**config.mk**
```make
export PLATFORM = sky130hd
export DESIGN_NAME = core_launcher
export DESIGN_NICKNAME = d
export VERILOG_FILES = /design/src/rtl/core_launcher.sv
export SDC_FILE = /design/constraint.sdc
export NUM_CORES = 1
export LEC_CHECK = 0
export ABC_AREA = 0
export CORE_ASPECT_RATIO = 1.75
export CORE_MARGIN = 1.5
export CORE_UTILIZATION = 50
export DETAILED_ROUTE_END_ITERATION = 8
export PLACE_DENSITY = 0.92
export SYNTH_ARGS = -nofsm -noshare
export SYNTH_HDL_FRONTEND = slang
export SYNTH_SLANG_ARGS = --single-unit
```
**constraint.sdc**
```tcl
create_clock -name clk -period 3.95 [get_ports clk]
set_input_delay 0.5925 -clock clk [delete_from_list [all_inputs] [get_ports clk]]
set_output_delay 0.5925 -clock clk [all_outputs]
set_load 0.05 [all_outputs]
```
**src/rtl/core_launcher.sv**
```systemverilog
// core_launcher: resets and launches the core, times its run, then streams a result window of data memory
module core_launcher #(
    parameter int AW       = 8,
    parameter int CW       = 16,
    parameter int RST_CYC  = 2,
    parameter int TIMEOUT  = 4000,
    parameter int RES_BASE = 0,
    parameter int RES_LEN  = 32
) (
    input  logic          clk,
    input  logic          reset,
    input  logic          start,
    output logic          core_rst,
    output logic          req,
    input  logic          done,
    output logic [AW-1:0] mem_addr,
    input  logic [7:0]    mem_dat,
    output logic          out_valid,
    output logic [7:0]    out_data,
    input  logic          out_ready,
    output logic          busy,
    output logic          finished,
    output logic          timed_out,
    output logic [CW-1:0] cycle_cnt
);
    localparam logic [2:0] IDLE = 3'd0, CRST = 3'd1, REQ = 3'd2, RUN = 3'd3, DUMP = 3'd4, FIN = 3'd5;
    localparam int IW = $clog2(RES_LEN) + 1;
    localparam int RW = $clog2(RST_CYC) + 1;
    logic [2:0]    st;
    logic [RW-1:0] rcnt;
    logic [IW-1:0] idx;
    // sequencer: launch, run timing with timeout, and result dump indexing
    always_ff @(posedge clk) begin
        if (reset) begin
            st        <= IDLE;
            rcnt      <= '0;
            idx       <= '0;
            timed_out <= 1'b0;
            cycle_cnt <= '0;
        end else begin
            case (st)
                IDLE, FIN: if (start) begin
                    st        <= CRST;
                    rcnt      <= RW'(RST_CYC - 1);
                    idx       <= '0;
                    timed_out <= 1'b0;
                    cycle_cnt <= '0;
                end
                CRST: begin
                    rcnt <= rcnt - RW'(1);
                    if (rcnt == '0) st <= REQ;
                end
                REQ: st <= RUN;
                RUN: if (done) begin
                    st  <= DUMP;
                    idx <= '0;
                end else if (cycle_cnt == CW'(TIMEOUT - 1)) begin
                    st        <= FIN;
                    timed_out <= 1'b1;
                end else begin
                    cycle_cnt <= cycle_cnt + CW'(1);
                end
                DUMP: if (out_ready) begin
                    if (idx == IW'(RES_LEN - 1)) st <= FIN;
                    else idx <= idx + IW'(1);
                end
                default: st <= IDLE;
            endcase
        end
    end
    // outputs decoded from state; memory data passes straight through
    always_comb begin
        core_rst  = st == CRST;
        req       = st == REQ;
        out_valid = st == DUMP;
        busy      = !(st == IDLE || st == FIN);
        finished  = st == FIN;
        mem_addr  = st == DUMP ? AW'(RES_BASE) + AW'(idx) : AW'(RES_BASE);
        out_data  = mem_dat;
    end
endmodule
```
==> impl_results.md, run 1 <==
- Register area share after synthesis: 34.6%
- Yosys cell types: 43
- DRC errors left: 0
- Wire length per cell: 14.1 um
- Slew margin rel.: 27.9%
- Post-synth top area share: 34.6%
- Mapped Cells: 202
- H-tree levels: 1
- Synth Flop Type: dfxtp_1
- CP endpoint kind: output port
- Hold depth: 1
- Crit Path Category: register to output port
- Worst endpoint required time: 3.36 ns
- FF-to-FF Start: st[0]$_SDFFE_PP0P_
- Worst Reg-to-Reg Cells: 5
- Final ANT Viol Nets: 0
- Most frequent cell after synthesis: dfxtp_1
- Tot GR Track Use: 22.0%
- Syn Area/Cell: 8.02 um2
- Clock Pin Slew Worst Setup and Hold Paths: 0.09 ns
- Filler Cell Count: 285
- CTS sink cnt: 28
- Lkg Pwr: 0.663 nW
- Proportion of layout cells with a drive suffix above 1: 4.09%
- Most frequent CP cell: nor2b_1
- Gr ovfl total: 0
- Synth area leaders: dfxtp_1 (35%), a21oi_1 (6.2%), buf_4 (4.6%)
- Layout area overhead: 19.4%
- Critical Path Source Type: register
- First-pass GRT wire length: 6030 um
- CP Max Fanout: 12
- First-pass DRT Iterations: 4
- Worst reg2reg endpoint: st[1]$_SDFFE_PP0P_
- Worst Hold Endpoint: rcnt[0]$_SDFFE_PP0P_
- Period utilization: 86.1%
- Antenna violations before repair: 0
- Status: complete, no violations
- Total CTS buffers: 3
- Setup TNS: 0 ns
- Pre-CTS setup slack: 0.883 ns
- Max stage delay on crit path: 0.80 ns
- Clock Root Buffer: clkbuf_8
- P per Cell Area: 442 nW/um2
- RD Place Congestion: 0.807
- Clk_skew: 0.00328 ns
- Fmax: 294 MHz
- Hold WS: 0.480 ns
- Post-CTS sizing: 0
- Fin. Hold Viols: 0
- Hold_sp: rcnt[0]$_SDFFE_PP0P_
- Die H: 78.3 um
- Hold_buf cts: 0
- Post-detail-place hpwl: 2700 um
- Layout net count: 237
- Top cells by count, synth: dfxtp_1 (28), a21oi_1 (20), nand2_1 (20)
- Vias in the first global route: 1427
- Crit path time final: 3.40 ns
- IO Count: 51
- CP arrival: 2.81 ns
- EDFF count, synth: 0
- Routed vias: 1559
- Slew @ Worst Pin: 1.07 ns
- Unrepaired setup endpoints after global routing: no
- TritonCTS clock tree: done
- Die area: 3600 um2
- Critical-path cell list: nor2b_1, nor2b_1, and2_1, clkdlybuf4s50_1
- Via density: 5.93
- Final Setup Violations: 0
- Synth async-reset ratio: 0%
- R2R Setup Slk: 1.46 ns
- CTS max path bufs: 2
- Drt total wl: 3720 um
- Num rows: 27
- Worst min path class: register to register
- Syn. warnings: 0
- Post-CTS setup buffers: 0
- I/O Buffers: 32
- CORE AREA: 3110 um2
- Max Cap Viol: 0
- Slowest CP cell: clkdlybuf4s50_1
- Final WS setup: 0.549 ns
- First DRT Iteration DRCs: 47
- Initial Utilization: 52.1%
- Pin count of the biggest net entering global routing: 18
- Synth Register Bits: 28
- Clock network latency to the later pin of the worst-skew pair: 0.28 ns
- Maximum vdd drop: 0.327 mV
- Die W: 46.0 um
- Antenna Diode Count: 0
- Syn Std Cell Area: 1620 um2
- Max Slew Vio Count: 0
- Yosys top cell by area: dfxtp_1
==> final cells by class <==
class | count | area [um2] | area share (%)
clock buffer | 4 | 55.1 | 2.85
inverter | 2 | 7.51 | 0.388
multi-input combinational | 154 | 936 | 48.4
sequential | 28 | 561 | 29.0
tap | 43 | 53.8 | 2.78
timing repair buffer | 32 | 320 | 16.6
==> registers in the layout (all words and copies together) (netlist names) <==
signal,count
cycle_cnt,16
idx,6
rcnt,2
st,3
timed_out,1
==> worst max path at each step <==
| stage | cells after the start | slack, ns | start | endpoint |
|---|---|---|---|---|
| floorplan | 5 | 1.26 | st[2]$_SDFFE_PP0P_ | mem_addr[5] |
| global placement | 4 | 1.01 | st[2]$_SDFFE_PP0P_ | mem_addr[5] |
| detailed placement | 4 | 0.88 | st[2]$_SDFFE_PP0P_ | mem_addr[4] |
| CTS | 4 | 0.54 | st[2]$_SDFFE_PP0P_ | mem_addr[4] |
| global route | 4 | 0.40 | st[2]$_SDFFE_PP0P_ | mem_addr[5] |
| finish | 4 | 0.55 | st[2]$_SDFFE_PP0P_ | mem_addr[5] |
==> critical path: cells and delay by family (launching register included) <==
family | cells | cell delay (ns)
buffers and inverters | 1 | 0.80
DFF | 1 | 0.59
and+or+nand+nor | 3 | 1.14
==> cell usage in the layout, fill, tap and decap left out, types with 3 or more instances in the layout <==
cell	Yosys	layout
nor2_1	16	16
nand4_1	4	4
and2_1	9	9
ha_1	3	3
a21oi_1	20	20
a311oi_1	3	3
nand3_1	7	7
clkbuf_8	0	4
nand2_1	20	20
clkdlybuf4s50_1	0	32
o21ai_0	8	8
dfxtp_1	28	28
and3_1	6	6
or3_1	9	9
nand2b_1	6	6
xor2_1	7	7
nor2b_1	5	5
nor3b_1	4	4
==> stage by stage <==
stage / total power, mW / cell area, um2 / utilization [%] / instances
floorplan: 0.631 / 1620 / - / 203
global placement: 0.668 / 1880 / 60.4 / 259
detailed placement: 0.677 / 1880 / 60.4 / 259
CTS: 0.855 / 1930 / 62.2 / 263
global route: 0.899 / 1930 / 62.2 / 263
finish: 0.854 / 1930 / 62.2 / 263
==> logic make-up after synthesis <==
group / Yosys count / synth area share (%)
AO/OA/AOI/OAI: 44 / 18.0
XOR/XNOR: 7 / 3.79
adder cells (fa/ha/maj): 3 / 2.32
buffers and inverters: 21 / 7.81
flip-flops: 28 / 34.6
multiplexers: 2 / 1.24
other: 1 / 0.232
AND/OR/NAND/NOR: 96 / 32.0
==> power breakdown <==
part | switching (mW) | leakage, nW | internal [mW] | total, mW
Clock | 0.0899 | 0.0288 | 0.0894 | 0.179
Combinational | 0.211 | 0.408 | 0.122 | 0.333
Sequential | 0.0411 | 0.226 | 0.301 | 0.342
Total | 0.342 | 0.663 | 0.512 | 0.854
==> metal layers <==
layer,wire length (um),GRT usage (%),vias up
met4,104,13.7,0
met1,1380,22.5,741
met5,0,0,-
met2,2060,39.2,65
li1,-,-,742
met3,169,2.07,11
(Power assumes the default switching activity.)
==> run 2: changes to the inputs <==
--- a/config.mk
+++ b/config.mk
@@ -6,6 +6,7 @@
 export NUM_CORES = 1
 export LEC_CHECK = 0
 export ABC_AREA = 0
+export CAP_MARGIN = 20
 export CORE_ASPECT_RATIO = 1.75
 export CORE_MARGIN = 1.5
 export CORE_UTILIZATION = 50
==> results of run 2 <==
Final layout, timing and power as in run 1 (identical DEF).
==> run 3: changes to the inputs <==
--- a/config.mk
+++ b/config.mk
@@ -8,7 +8,7 @@
 export ABC_AREA = 0
 export CAP_MARGIN = 20
 export CORE_ASPECT_RATIO = 1.75
-export CORE_MARGIN = 1.5
+export CORE_MARGIN = 2
 export CORE_UTILIZATION = 50
 export DETAILED_ROUTE_END_ITERATION = 8
 export PLACE_DENSITY = 0.92
==> run 3 against run 2 <==
  * Sequential cell count is the same
  * Clock-buffer cell count did not move
  * Die area is 3.5% higher
  * Fmax increased by 1.8%
==> impl_results.md, run 3 (synthesized netlist as in run 1, its figures left out) <==
- Period utilization: 84.6%
- Max stage delay on crit path: 0.80 ns
- I/O Buffers: 32
- Fmax: 299 MHz
- CTS sink cnt: 28
- CP Max Fanout: 12
- Layout net count: 237
- Max Slew Vio Count: 0
- First DRT Iteration DRCs: 51
- Antenna Diode Count: 0
- First-pass DRT Iterations: 4
- Die area: 3730 um2
- Routed vias: 1520
- R2R Setup Slk: 1.53 ns
- Lkg Pwr: 0.663 nW
- Clock network latency to the later pin of the worst-skew pair: 0.28 ns
- Status: complete, no violations
- Drt total wl: 3640 um
- Clk pwr share: 21.1%
- Vias in the first global route: 1499
- Via density: 5.78
- Comb power frac: 38.7%
- Most frequent CP cell: nor2b_1
- Clk_skew: 0.00201 ns
- Int Pwr: 0.512 mW
- Post-CTS sizing: 0
- Unrepaired setup endpoints after global routing: no
- Max reg flops: 16
- Clock Root Buffer: clkbuf_8
- Biggest regs: cycle_cnt x16, idx x6, st x3
- Pin count of the biggest net entering global routing: 18
- Slowest CP cell: clkdlybuf4s50_1
- Switching Fraction: 39.8%
- Worst min path class: register to register
- Wire length per cell: 13.8 um
- RD Place Congestion: 0.804
- Proportion of layout cells with a drive suffix above 1: 4.09%
- Psw: 0.338 mW
- CP arrival: 2.75 ns
- CP endpoint kind: output port
- Critical-path cell list: nor2b_1, nor2b_1, and2_1, clkdlybuf4s50_1
- Crit path time final: 3.34 ns
- Crit Path Category: register to output port
- Antenna violations before repair: 0
- Commonest non-fill, non-tap cell in the layout: clkdlybuf4s50_1
- DRC errors left: 0
- Clock Pin Slew Worst Setup and Hold Paths: 0.09 ns
- Seq pwr share: 40.2%
- CORE AREA: 3110 um2
- Setup TNS: 0 ns
- Largest Register: cycle_cnt
- Final ANT Viol Nets: 0
- First-pass GRT wire length: 6130 um
- Max Cap Viol: 0
- Pwr Total: 0.850 mW
- Critical Path Source Type: register
- Slew @ Worst Pin: 0.993 ns
- Commonest cells after routing, fill and taps aside: clkdlybuf4s50_1 (32), dfxtp_1 (28), nand2_1 (20), a21oi_1 (20), nor2_1 (16)
- Initial Utilization: 52.1%
- TritonCTS clock tree: done
- Die W: 47.0 um
- Slew margin rel.: 33.2%
- Worst endpoint required time: 3.36 ns
- Tot GR Track Use: 22.1%
- Post-CTS setup buffers: 0
- WP buf/inv: 1
- Post-detail-place hpwl: 2720 um
- Crit path max-delay family: simple AND/OR/NAND/NOR gates
- Num rows: 27
- Gr ovfl total: 0
- IO Count: 51
- CTS max path bufs: 2
- Final Setup Violations: 0
- Maximum vdd drop: 0.257 mV
- Hold_buf cts: 0
- P per Cell Area: 440 nW/um2
- Total CTS buffers: 3
- Die H: 79.3 um
- H-tree levels: 1
- Fin. Hold Viols: 0
- Layout area overhead: 19.4%
==> run 3: cell counts in the layout (fill, tap and decap cells not counted) <==
Identical to the previous run, type by type.
==> run 3: power groups by stage <==
stage | Clock [mW] | Sequential [mW] | Combinational, mW
global route | 0.195 | 0.347 | 0.364
finish | 0.179 | 0.342 | 0.329
detailed placement | 0 | 0.347 | 0.329
CTS | 0.184 | 0.341 | 0.330
global placement | 0 | 0.345 | 0.322
floorplan | 0 | 0.319 | 0.312
==> run 3: path summary, 6_finish.rpt <==
check,start,to,cells after the start
worst max-delay path,st[2]$_SDFFE_PP0P_,mem_addr[5],4
worst min-delay path,rcnt[0]$_SDFFE_PP0P_,rcnt[0]$_SDFFE_PP0P_,1
worst max register to register,st[0]$_SDFFE_PP0P_,cycle_cnt[5]$_SDFFE_PP0P_,5
worst min register to register,rcnt[0]$_SDFFE_PP0P_,rcnt[0]$_SDFFE_PP0P_,1
==> run 3: area by class of cell <==
class | instances | area, um2
fill | 280 | 1170
multi-input combinational | 154 | 936
sequential | 28 | 561
timing repair buffer | 32 | 320
clock buffer | 4 | 55.1
tap | 43 | 53.8
inverter | 2 | 7.51
==> run 3: layer usage <==
layer | share of wire (%) | GRT usage [%] | up-vias
met4 | 3.9 | 14.2 | 0
met1 | 36 | 20.2 | 717
met3 | 4.9 | 2.73 | 13
met5 | 0 | 0 | -
li1 | - | - | 743
met2 | 55 | 41.1 | 47
==> run 3: stage by stage <==
| stage | instance area, um2 | util, % | worst slack (ns) | hold WS [ns] | instances |
|---|---|---|---|---|---|
| floorplan | 1620 | - | 1.26 | 0.443 | 203 |
| global placement | 1880 | 60.4 | 1.01 | 0.458 | 259 |
| detailed placement | 1880 | 60.4 | 0.903 | 0.467 | 259 |
| CTS | 1930 | 62.2 | 0.581 | 0.484 | 263 |
| global route | 1930 | 62.2 | 0.361 | 0.509 | 263 |
| finish | 1930 | 62.2 | 0.609 | 0.475 | 263 |
